File: config.mk
export PLATFORM = sky130hd
export DESIGN_NAME = osc_cmd_dispatch_flat
export DESIGN_NICKNAME = d
export VERILOG_FILES = /design/src/rtl/osc_cmd_dispatch_pkg.sv /design/src/rtl/osc_cmd_dispatch_if.sv /design/src/rtl/osc_cmd_dispatch_afe_gain_lut.sv /design/src/rtl/osc_cmd_dispatch.sv /design/src/flat_wrapper.sv
export SDC_FILE = /design/constraint.sdc
export NUM_CORES = 1
export LEC_CHECK = 0
export ABC_CLOCK_PERIOD_IN_PS = 2640
export CAP_MARGIN = 20
export CORE_ASPECT_RATIO = 0.9
export CORE_MARGIN = 10
export CORE_UTILIZATION = 26
export DETAILED_ROUTE_END_ITERATION = 12
export MAX_ROUTING_LAYER = met4
export PLACE_DENSITY = 0.51
export REMOVE_ABC_BUFFERS = 1
export SLEW_MARGIN = 10
export SYNTH_ARGS = -nofsm -noshare
export SYNTH_HDL_FRONTEND = slang
export SYNTH_SLANG_ARGS = --single-unit
File: constraint.sdc
create_clock -name clk -period 2.64 [get_ports clk]
set_clock_uncertainty 0.15 [all_clocks]
set_input_delay 0.528 -clock clk [delete_from_list [all_inputs] [get_ports clk]]
set_output_delay 0.528 -clock clk [all_outputs]
set_load 0.02 [all_outputs]
File: src/rtl/osc_cmd_dispatch_pkg.sv
// Shared definitions for the capture front-end command dispatcher:
// opcodes, response codes, FSM states and the AFE gain lookup.
package osc_cmd_dispatch_pkg;

   localparam logic [7:0] OP_DUMP     = 8'h01;
   localparam logic [7:0] OP_CFG_GAIN = 8'h02;
   localparam logic [7:0] OP_TRIG_LVL = 8'h03;
   localparam logic [7:0] OP_TRIG_POS = 8'h04;
   localparam logic [7:0] OP_SET_DEC  = 8'h05;
   localparam logic [7:0] OP_TRIG_CFG = 8'h06;
   localparam logic [7:0] OP_TRIG_RD  = 8'h07;
   localparam logic [7:0] OP_EEP_WRT  = 8'h08;
   localparam logic [7:0] OP_EEP_RD   = 8'h09;

   localparam logic [7:0] RESP_ACK = 8'hA5;
   localparam logic [7:0] RESP_NAK = 8'hEE;

   // Trigger DAC only accepts levels inside this window
   localparam logic [7:0] TRIG_LVL_MIN = 8'd46;
   localparam logic [7:0] TRIG_LVL_MAX = 8'd201;

   // Command byte shared by the AFE gain DAC and the trigger DAC
   localparam logic [7:0] DAC_SPI_CMD = 8'h13;

   typedef enum logic [2:0] {
      IDLE,
      DECODE,
      SPI_WAIT,
      DUMP_WAIT,
      RESP,
      RESP_WAIT
   } state_t;

   // Gain code to DAC setting (roughly logarithmic steps)
   function automatic logic [7:0] gain_lut(input logic [2:0] code);
      logic [7:0] val;
      case (code)
         3'd0:    val = 8'h02;
         3'd1:    val = 8'h05;
         3'd2:    val = 8'h09;
         3'd3:    val = 8'h14;
         3'd4:    val = 8'h28;
         3'd5:    val = 8'h46;
         3'd6:    val = 8'h6B;
         default: val = 8'hDD;
      endcase
      return val;
   endfunction

endpackage

File: src/rtl/osc_cmd_dispatch_if.sv
// UART command/response and SPI bus bundle between the dispatcher
// (master) and the UART wrapper / SPI engine side (slave).
interface osc_cmd_dispatch_if #(
   parameter int NUM_CH = 3
) ();
   logic [23:0]       cmd;
   logic              cmd_rdy;
   logic              clr_cmd_rdy;
   logic [7:0]        resp_data;
   logic              send_resp;
   logic              resp_sent;
   logic [15:0]       SPI_data;
   logic              wrt_SPI;
   logic [NUM_CH+1:0] ss;
   logic              SPI_done;
   logic [7:0]        EEP_data;

   modport master (
      input  cmd, cmd_rdy, resp_sent, SPI_done, EEP_data,
      output clr_cmd_rdy, resp_data, send_resp, SPI_data, wrt_SPI, ss
   );

   modport slave (
      output cmd, cmd_rdy, resp_sent, SPI_done, EEP_data,
      input  clr_cmd_rdy, resp_data, send_resp, SPI_data, wrt_SPI, ss
   );
endinterface

File: src/rtl/osc_cmd_dispatch_afe_gain_lut.sv
// Maps a 3-bit AFE gain code to the 8-bit DAC value sent over SPI.
module afe_gain_lut
   import osc_cmd_dispatch_pkg::*;
(
   input  logic [2:0] i_code,
   output logic [7:0] o_dac
);
   assign o_dac = gain_lut(i_code);
endmodule

File: src/rtl/osc_cmd_dispatch.sv
// Command decoder/dispatcher: accepts 24-bit UART commands, runs the
// SPI transactions they need, holds the capture config registers and
// answers each command with a single response byte.
module osc_cmd_dispatch
   import osc_cmd_dispatch_pkg::*;
#(
   parameter int NUM_CH = 3,
   parameter int TPOS_W = 9,
   parameter int DEC_W  = 4,
   parameter int SPI_TO = 1023
) (
   input  logic                clk,
   input  logic                rst_n,
   osc_cmd_dispatch_if.master  bus,
   input  logic                set_capture_done,
   output logic [7:0]          trig_cfg,
   output logic [TPOS_W-1:0]   trig_pos,
   output logic [DEC_W-1:0]    decimator,
   output logic [3*NUM_CH-1:0] afe_gain,
   output logic                dump,
   output logic [1:0]          dump_ch,
   input  logic                dump_done
);

   localparam int SS_W  = NUM_CH + 2;
   localparam int CNT_W = $clog2(SPI_TO + 1);
   localparam logic [CNT_W-1:0] CNT_MAX = CNT_W'(SPI_TO);

   state_t              r_state;
   state_t              w_state_nxt;
   logic [7:0]          r_op;
   logic [13:0]         r_arg;
   logic [TPOS_W-1:0]   r_pos;
   logic [CNT_W-1:0]    r_cnt;

   logic                r_clr_cmd_rdy;
   logic [7:0]          r_resp_data;
   logic                r_send_resp;
   logic [15:0]         r_SPI_data;
   logic                r_wrt_SPI;
   logic [SS_W-1:0]     r_ss;
   logic [7:0]          r_trig_cfg;
   logic [TPOS_W-1:0]   r_trig_pos;
   logic [DEC_W-1:0]    r_decimator;
   logic [3*NUM_CH-1:0] r_afe_gain;
   logic                r_dump;
   logic [1:0]          r_dump_ch;

   logic [7:0]          w_op_in;
   logic [1:0]          w_ch_in;
   logic [1:0]          w_ch_q;
   logic                w_ch_in_ok;
   logic                w_ch_q_ok;
   logic                w_accept;
   logic                w_timeout;
   logic [7:0]          w_lut;
   logic                w_spi_go;
   logic [15:0]         w_spi_data;
   logic [SS_W-1:0]     w_ss;
   logic [7:0]          w_dec_resp;

   assign w_op_in    = bus.cmd[23:16];
   assign w_ch_in    = bus.cmd[9:8];
   assign w_ch_q     = r_arg[9:8];
   assign w_ch_in_ok = (int'(w_ch_in) < NUM_CH);
   assign w_ch_q_ok  = (int'(w_ch_q) < NUM_CH);
   // r_clr_cmd_rdy guards against re-accepting a command whose cmd_rdy has not dropped yet
   assign w_accept   = (r_state == IDLE) && bus.cmd_rdy && !r_clr_cmd_rdy;
   assign w_timeout  = (r_state == SPI_WAIT) && !bus.SPI_done && (r_cnt == CNT_MAX);

   afe_gain_lut u_gain_lut (
      .i_code (bus.cmd[12:10]),
      .o_dac  (w_lut)
   );

   // SPI decode of the incoming command so wrt_SPI/ss are registered into DECODE
   always_comb begin
      w_spi_go   = 1'b0;
      w_spi_data = '0;
      w_ss       = '0;
      case (w_op_in)
         OP_CFG_GAIN: begin
            if (w_ch_in_ok) begin
               w_spi_go   = 1'b1;
               w_spi_data = {DAC_SPI_CMD, w_lut};
               w_ss[int'(w_ch_in) + 1] = 1'b1;
            end
         end
         OP_TRIG_LVL: begin
            if ((bus.cmd[7:0] >= TRIG_LVL_MIN) && (bus.cmd[7:0] <= TRIG_LVL_MAX)) begin
               w_spi_go   = 1'b1;
               w_spi_data = {DAC_SPI_CMD, bus.cmd[7:0]};
               w_ss[0]    = 1'b1;
            end
         end
         OP_EEP_WRT: begin
            w_spi_go       = 1'b1;
            w_spi_data     = {2'b01, bus.cmd[13:0]};
            w_ss[SS_W-1]   = 1'b1;
         end
         OP_EEP_RD: begin
            w_spi_go       = 1'b1;
            w_spi_data     = {2'b00, bus.cmd[13:8], 8'h00};
            w_ss[SS_W-1]   = 1'b1;
         end
         default: ;
      endcase
   end

   // Immediate response for commands answered straight out of DECODE
   always_comb begin
      w_dec_resp = RESP_NAK;
      case (r_op)
         OP_TRIG_POS, OP_SET_DEC, OP_TRIG_CFG: w_dec_resp = RESP_ACK;
         OP_TRIG_RD:                           w_dec_resp = r_trig_cfg;
         default: ;
      endcase
   end

   // Next-state logic
   always_comb begin
      w_state_nxt = r_state;
      case (r_state)
         IDLE:      if (w_accept) w_state_nxt = DECODE;
         DECODE: begin
            if (r_wrt_SPI)                           w_state_nxt = SPI_WAIT;
            else if ((r_op == OP_DUMP) && w_ch_q_ok) w_state_nxt = DUMP_WAIT;
            else                                     w_state_nxt = RESP;
         end
         SPI_WAIT:  if (bus.SPI_done || w_timeout) w_state_nxt = RESP;
         DUMP_WAIT: if (dump_done) w_state_nxt = RESP;
         RESP:      w_state_nxt = RESP_WAIT;
         RESP_WAIT: if (bus.resp_sent) w_state_nxt = IDLE;
         default:   w_state_nxt = IDLE;
      endcase
   end

   // State register
   always_ff @(posedge clk or negedge rst_n) begin
      if (!rst_n) r_state <= IDLE;
      else        r_state <= w_state_nxt;
   end

   // SPI timeout counter: cycles elapsed since wrt_SPI
   always_ff @(posedge clk or negedge rst_n) begin
      if (!rst_n)                   r_cnt <= '0;
      else if (r_wrt_SPI)           r_cnt <= CNT_W'(1);
      else if (r_state == SPI_WAIT) r_cnt <= r_cnt + CNT_W'(1);
   end

   // Command latch, registered outputs and config registers
   always_ff @(posedge clk or negedge rst_n) begin
      if (!rst_n) begin
         r_op          <= '0;
         r_arg         <= '0;
         r_pos         <= '0;
         r_clr_cmd_rdy <= 1'b0;
         r_resp_data   <= '0;
         r_send_resp   <= 1'b0;
         r_SPI_data    <= '0;
         r_wrt_SPI     <= 1'b0;
         r_ss          <= '0;
         r_trig_cfg    <= '0;
         r_trig_pos    <= '0;
         r_decimator   <= '0;
         r_afe_gain    <= '0;
         r_dump        <= 1'b0;
         r_dump_ch     <= '0;
      end else begin
         r_clr_cmd_rdy <= 1'b0;
         r_send_resp   <= 1'b0;
         r_wrt_SPI     <= 1'b0;
         case (r_state)
            IDLE: begin
               if (w_accept) begin
                  r_op  <= w_op_in;
                  r_arg <= bus.cmd[13:0];
                  r_pos <= bus.cmd[TPOS_W-1:0];
                  if (w_spi_go) begin
                     r_wrt_SPI  <= 1'b1;
                     r_SPI_data <= w_spi_data;
                     r_ss       <= w_ss;
                  end
               end
            end
            DECODE: begin
               case (r_op)
                  OP_TRIG_POS: r_trig_pos  <= r_pos;
                  OP_SET_DEC:  r_decimator <= r_arg[DEC_W-1:0];
                  OP_TRIG_CFG: r_trig_cfg  <= {2'b00, r_arg[13:8]};
                  OP_DUMP: begin
                     if (w_ch_q_ok) begin
                        r_dump    <= 1'b1;
                        r_dump_ch <= w_ch_q;
                     end
                  end
                  default: ;
               endcase
               if (w_state_nxt == RESP) begin
                  r_send_resp <= 1'b1;
                  r_resp_data <= w_dec_resp;
               end
            end
            SPI_WAIT: begin
               if (bus.SPI_done) begin
                  r_ss        <= '0;
                  r_send_resp <= 1'b1;
                  r_resp_data <= (r_op == OP_EEP_RD) ? bus.EEP_data : RESP_ACK;
                  if (r_op == OP_CFG_GAIN)
                     r_afe_gain[3*int'(w_ch_q) +: 3] <= r_arg[12:10];
               end else if (w_timeout) begin
                  r_ss        <= '0;
                  r_send_resp <= 1'b1;
                  r_resp_data <= RESP_NAK;
               end
            end
            DUMP_WAIT: begin
               if (dump_done) begin
                  r_dump      <= 1'b0;
                  r_send_resp <= 1'b1;
                  r_resp_data <= RESP_ACK;
               end
            end
            RESP_WAIT: begin
               if (bus.resp_sent) r_clr_cmd_rdy <= 1'b1;
            end
            default: ;
         endcase
         // Capture engine flag wins over a same-cycle TRIG_CFG write
         if (set_capture_done) r_trig_cfg[5] <= 1'b1;
      end
   end

   assign bus.clr_cmd_rdy = r_clr_cmd_rdy;
   assign bus.resp_data   = r_resp_data;
   assign bus.send_resp   = r_send_resp;
   assign bus.SPI_data    = r_SPI_data;
   assign bus.wrt_SPI     = r_wrt_SPI;
   assign bus.ss          = r_ss;
   assign trig_cfg        = r_trig_cfg;
   assign trig_pos        = r_trig_pos;
   assign decimator       = r_decimator;
   assign afe_gain        = r_afe_gain;
   assign dump            = r_dump;
   assign dump_ch         = r_dump_ch;

endmodule

File: src/flat_wrapper.sv
// flat-port wrapper written by rule: the top's interface ports become plain ports
module osc_cmd_dispatch_flat import osc_cmd_dispatch_pkg::*;
#(
   parameter int NUM_CH = 3,
   parameter int TPOS_W = 9,
   parameter int DEC_W  = 4,
   parameter int SPI_TO = 1023
)
  (clk, rst_n, set_capture_done, trig_cfg, trig_pos, decimator, afe_gain, dump, dump_ch, dump_done, bus_cmd, bus_cmd_rdy, bus_resp_sent, bus_SPI_done, bus_EEP_data, bus_clr_cmd_rdy, bus_resp_data, bus_send_resp, bus_SPI_data, bus_wrt_SPI, bus_ss);
  osc_cmd_dispatch_if #(.NUM_CH(NUM_CH)) bus_i ();
  input  logic clk;
  input  logic rst_n;
  input  logic set_capture_done;
  output logic [7:0] trig_cfg;
  output logic [TPOS_W-1:0] trig_pos;
  output logic [DEC_W-1:0] decimator;
  output logic [3*NUM_CH-1:0] afe_gain;
  output logic dump;
  output logic [1:0] dump_ch;
  input  logic dump_done;
  input wire logic [$bits(bus_i.cmd)-1:0] bus_cmd;
  input wire logic [$bits(bus_i.cmd_rdy)-1:0] bus_cmd_rdy;
  input wire logic [$bits(bus_i.resp_sent)-1:0] bus_resp_sent;
  input wire logic [$bits(bus_i.SPI_done)-1:0] bus_SPI_done;
  input wire logic [$bits(bus_i.EEP_data)-1:0] bus_EEP_data;
  output wire logic [$bits(bus_i.clr_cmd_rdy)-1:0] bus_clr_cmd_rdy;
  output wire logic [$bits(bus_i.resp_data)-1:0] bus_resp_data;
  output wire logic [$bits(bus_i.send_resp)-1:0] bus_send_resp;
  output wire logic [$bits(bus_i.SPI_data)-1:0] bus_SPI_data;
  output wire logic [$bits(bus_i.wrt_SPI)-1:0] bus_wrt_SPI;
  output wire logic [$bits(bus_i.ss)-1:0] bus_ss;
  assign bus_i.cmd = bus_cmd;
  assign bus_i.cmd_rdy = bus_cmd_rdy;
  assign bus_i.resp_sent = bus_resp_sent;
  assign bus_i.SPI_done = bus_SPI_done;
  assign bus_i.EEP_data = bus_EEP_data;
  assign bus_clr_cmd_rdy = bus_i.clr_cmd_rdy;
  assign bus_resp_data = bus_i.resp_data;
  assign bus_send_resp = bus_i.send_resp;
  assign bus_SPI_data = bus_i.SPI_data;
  assign bus_wrt_SPI = bus_i.wrt_SPI;
  assign bus_ss = bus_i.ss;
  osc_cmd_dispatch #(.NUM_CH(NUM_CH), .TPOS_W(TPOS_W), .DEC_W(DEC_W), .SPI_TO(SPI_TO)) u_core (.clk(clk), .rst_n(rst_n), .bus(bus_i), .set_capture_done(set_capture_done), .trig_cfg(trig_cfg), .trig_pos(trig_pos), .decimator(decimator), .afe_gain(afe_gain), .dump(dump), .dump_ch(dump_ch), .dump_done(dump_done));
endmodule
== After elaboration in Yosys (flattened, before gate mapping) ==
Cells that the tools add are included.

* Output and inout port bits: 65
* Logic and storage cells: 144
* Flip-flop bits (word level): 107
* Input bits: 39

* $lt $le $gt $ge: 6
* Reductions and logical operators: 31
* Equality and inequality tests: 31
* Multiplexer cells: 52
* Add/subtract/negate cells: 3
* Multipliers: 1
* Shift operators: 2

{| class="wikitable"
|+ Operators by type and width
! cell !! count
|-
| $pmux W16 S4 || 1
|-
| $pmux W8 S7 || 1
|-
| $mux W8 || 5
|-
| $neg A32 Y33 || 1
|-
| $shift A3 B33 Y9 const A || 1
|-
| $shiftx A3 B33 Y9 || 1
|-
| $eq A8 B3 Y1 const B || 4
|-
| $ge A32 B1 Y1 const B || 1
|-
| $lt A32 B5 Y1 const B || 1
|-
| $mux W13 || 2
|-
| $mux W5 || 5
|-
| $eq A8 B2 Y1 const B || 3
|-
| $eq A8 B4 Y1 const B || 3
|-
| $pmux W8 S3 || 1
|-
| $mux W3 || 7
|-
| $mux W10 || 2
|-
| $eq A3 B3 Y1 const B || 6
|-
| $pmux W3 S6 || 1
|-
| $mux W1 || 16
|-
| $pmux W8 S2 || 1
|-
| $eq A3 B2 Y1 const B || 4
|-
| $mux W6 || 2
|-
| $reduce_and A4 Y1 || 3
|-
| $add A10 B1 Y10 const B || 1
|-
| other kinds (26) || 53
|}

== Depth between registers and ports, before layout ==
* Word-level depth: 10
* Gate-level depth with buffers: 9
* Depth with buffers taken out: 6

== By module ==
From an unflattened synthesis, not the netlist that was laid out.

* Cells, all modules: 463
* Area, all modules: 4581.9 um2

{| class="wikitable"
|+ Modules (own cells, without submodules)
! module !! instances !! cells each !! area an instance (um2) !! seq. area each (um2)
|-
| osc_cmd_dispatch || 1 || 449 || 4473.0 || 2427.3
|-
| afe_gain_lut || 1 || 14 || 108.9 || 0.0
|}

== Worst setup path before layout ==
No wires, ideal clock.

* Path kind: input port to flip-flop
* Start: input bus_cmd[19]
* End: register u_core.r_SPI_data[6] (netlist: u_core.bus.SPI_data[6])
* Arrival time: 1905 ps
* Buffers on the path: 1
* Library setup time: 125 ps
* Cell stages on the path: 7
* Path slack: 460 ps
* Data required time: 2365 ps
* Cell sequence: nor4b_4 > o2111ai_2 > o21ai_4 > nand2_4 > inv_6 > buf_8 > mux2_4

* Cells in the longest elaborated chain, start to end: 4
* Elaborated cells between the ends (all ways): 8
* Classes of those cells: eq/ne (4); mux (2); reduce/logical (2)

{| class="wikitable"
|+ RTL lines
! what !! line !! source
|-
| start, declared || flat_wrapper.sv:21 || <nowiki>input wire logic [$bits(bus_i.cmd)-1:0] bus_cmd;</nowiki>
|-
| $eq A8 B4 Y1 || osc_cmd_dispatch.sv:81 || <nowiki>case (w_op_in)</nowiki>
|-
| $reduce_or A2 Y1 (no source line) || n/a ||
|-
| $pmux W1 S3 || osc_cmd_dispatch.sv:81 ||
|-
| $reduce_and A3 Y1 (no source line) || n/a ||
|-
| end signal, assigned || osc_cmd_dispatch.sv:181 || <nowiki>r_SPI_data <= w_spi_data;</nowiki>
|-
| end, declared || osc_cmd_dispatch.sv:39 || <nowiki>logic [15:0] r_SPI_data;</nowiki>
|}

Several ways; a longest one is shown, not always the timed one.
A chain may end at the register's enable or synchronous reset.

== Final worst setup path ==
* Start: register u_core.r_wrt_SPI (netlist: u_core.bus.wrt_SPI)
* End: output bus_wrt_SPI

{| class="wikitable"
|+ RTL lines
! what !! line !! source
|-
| start, declared || osc_cmd_dispatch.sv:40 || <nowiki>logic r_wrt_SPI;</nowiki>
|-
| start signal, assigned || osc_cmd_dispatch.sv:161 || <nowiki>r_wrt_SPI <= 1'b0;</nowiki>
|-
| start signal, assigned || osc_cmd_dispatch.sv:172 || <nowiki>r_wrt_SPI <= 1'b0;</nowiki>
|-
| start signal, assigned || osc_cmd_dispatch.sv:180 || <nowiki>r_wrt_SPI <= 1'b1;</nowiki>
|-
| end, declared || flat_wrapper.sv:30 || <nowiki>output wire logic [$bits(bus_i.wrt_SPI)-1:0] bus_wrt_SPI;</nowiki>
|}

No word-level cell between the ends.

==> results.ini <==
[outcome]
outcome=complete, no violations

[logic_synthesis]
synth_most_common_cell=dfrtp_1
synth-edff-count=0
yosysSeqAreaShare_pct=52.2
yosysTopAreaCell=dfrtp_1
ys_top_cells_by_count=dfrtp_1 (97), nand2_1 (96), mux2_2 (30)
synthTopCellsByArea=dfrtp_1 (52%), nand2_1 (7.8%), mux2_2 (7.3%)
synthArstFlopShare_pct=100
synth-seq-cells=97
synth_warnings=0
synthCells=434
postSynthAreaPerCell_um2=10.7
synth_top_cell_area_share_pct=52.2
ys_types=66
synth_ff_type=dfrtp_1
synth_area_um2=4650

[sta]
maxSlewHeadroom_pct=64.7
maxSlewViolCount=0
period_share_pct=90.3
hold_viol=0
setup_viol=0
rsz0062_at_grt=no
period_needed_ns=2.38
fmax_mhz=419
worst_pin_slew_ns=0.530

[die]
start_util_pct=26.4
fp.dieW_um=161
die_area_um2=23600
num_io_pins=104
num_rows=46
dieHeight_um=147
core_um2=17600

[cells_and_area]
area_growth_pct=37.3
design_area_um2=6380
fin_util_pct=36.2
antenna_cells=0
layout-drive-gt1-share_pct=17.9
finalNetCount=603

[placement]
dpl.hpwl_mm=10.6
placed_cell_area_um2=6070
io_buffers=98
gp_congestion=0.767

[power_and_ir_drop]
power_frac_seq_pct=43.0
p_switching_uw=1630
p_leak_uw=0.00291
p_clk_share_pct=27.8
p_per_area_nw_per_um2=754
swShare_pct=33.9
combPwrFrac_pct=29.2
internal_power_uw=3180
peakVddDrop_uv=334

[clock_network]
cts_resized=0
cts_tree=yes
clock_path_buffers=2
htreeDepth=3
root_buffer=clkbuf_16
clk_pin_slew_worst_paths_ns=0.07
cts_sinks=97
clock_latency_ns=0.35
cts-buffers-inserted=9

[critical_path]
path_max_fanout=14
r2r-end=u_core.bus.resp_data[5]
path_class=reg -> out
cp_slowest_cell=clkdlybuf4s50_1
cp-end-kind=primary output
cp.required_ns=1.96
cp-start-kind=register
crit_family=buffers and inverters
cp.buffers_inverters=1
ff2ff_setup_slack_ns=0.34
reg2reg_from=u_core.r_cnt[0]
cp_slowest_stage_delay_ns=0.71
worst_ep_arrival_time_ns=1.71
cp_cell_sequence=clkdlybuf4s50_1
rr_worst_depth=6
cp-startpoint=u_core.bus.wrt_SPI

[global_route]
track_usage_pct=12.0
grt_use_met2_pct=18.5
antenna_found_initial=0
grt_max_degree=52
met1_usage_pct=15.3
grt_use_met3_pct=3.80
grt.overflow.total=0
grt_pass1_vias=3876
gr-max-usage-layer=met2
grt_pass1_wl_mm=22.0

[detailed_routing]
vias=3644
wl_mm=13.6
drc=0
viasPerCell=4.54
firstDrtPassIters=4
routedWlPerCell_um=16.9
drt_iter0_markers=212
ant_nets=0

[worst_hold_path]
hold-path-endpoint=u_core.r_pos[7]
whs_path_depth=2
min_from=u_core.r_pos[7]
hp-class=reg -> reg

[job]
maxCapViolCount=0

[state kept, by name, indices dropped and copies added (netlist names), 2 cells and up]
signal                flops
u_core.afe_gain           9
u_core.decimator          4
u_core.r_pos              8
u_core.bus.ss             5
u_core.r_op               8
u_core.trig_cfg           6
u_core.r_cnt             10
u_core.bus.SPI_data      15
u_core.bus.resp_data      8
u_core.trig_pos           9
u_core.r_state            3
u_core.dump_ch            2
u_core.r_arg              6
[power by group through the flow]
stage                     combinational (uW)  sequential, uW  clock (uW)
after CTS                               1430            2070        1390
after global routing                    1560            2120        1450
after global placement                  1400            2090           0
after detailed placement                1420            2100           0
final                                   1410            2070        1340
after floorplan                          691            2160           0
[repair_timing]
action,CTS,global route
hold endpoints to repair,20,0
hold buffers,1,0
setup buffers,0,0
[metal layers]
metal | vias to the layer above | routed length (um)
met5 | - | 0
met4 | 0 | 47
met3 | 6 | 827
met2 | 88 | 6340
met1 | 1785 | 6390
li1 | 1765 | -
[cells in the final DEF, fill, tap and decap left out, types with 3 or more instances in the layout]
master / n
and3_1: 5
nand3b_1: 5
a21oi_1: 12
nand2b_1: 8
dfrtp_1: 97
nor2_1: 23
nand2_2: 4
clkdlybuf4s50_1: 97
ha_1: 6
clkbuf_16: 9
a22o_1: 10
a21bo_1: 9
conb_1: 3
nor3b_1: 4
nor3_1: 6
o21ai_0: 15
nor2b_1: 5
mux2i_1: 4
or3_1: 3
xor2_1: 6
nand4_1: 15
inv_1: 4
mux2_2: 30
nand3_1: 4
a31oi_1: 5
inv_6: 3
nand2_1: 96
buf_4: 30
[how the worst max path moves through the flow]
| stage | cells past startpoint | endpoint | slack [ns] |
|---|---|---|---|
| after detailed placement | 7 | u_core.bus.SPI_data[3] | -0.04 |
| after global routing | 1 | bus_wrt_SPI | 0.15 |
| after global placement | 7 | u_core.bus.SPI_data[1] | -0.03 |
| final | 1 | bus_wrt_SPI | 0.26 |
| after floorplan | 5 | u_core.afe_gain[0] | -0.06 |
| after CTS | 1 | bus_wrt_SPI | 0.22 |
[tightest hold or removal path: stages (launching register included)]
cell	delay, ns
dfrtp_1	0.34
nand2_1	0.05
nand2_1	0.05
[through the flow]
step / power [uW] / setup TNS [ns] / worst slack [ns] / cells / hold slack [ns]
global route: 5140 / 0 / 0.154 / 803 / 0.358
global placement: 3490 / -0.185 / -0.0269 / 786 / 0.295
CTS: 4900 / 0 / 0.220 / 803 / 0.331
detailed placement: 3520 / -0.314 / -0.0402 / 786 / 0.299
floorplan: 2850 / -0.522 / -0.0579 / 418 / 0.0824
finish: 4820 / 0 / 0.256 / 803 / 0.323
[area by class of cell]
type,count,area [um2]
repair buffers,129,1230
inverters,5,23.8
well taps,240,300
clock inverters,6,65.1
fillers,1814,11200
flip-flops and latches,97,2430
clock buffers,10,239
multi-input cells,316,2100
[cell families (layout without fill, tap and decap cells)]
kind of cell    Yosys count  count (layout)  synth area share [%]
xor+xnor                  8               8                  1.51
flops                    97              97                  52.2
simple gates            193             193                  21.6
buf+inv                  23             150                  2.72
mux                      36              36                  8.69
compound gates           70              70                  11.6
other cells               1               3                0.0807
fa+ha+maj                 6               6                  1.62
(Power assumes the default switching activity.)
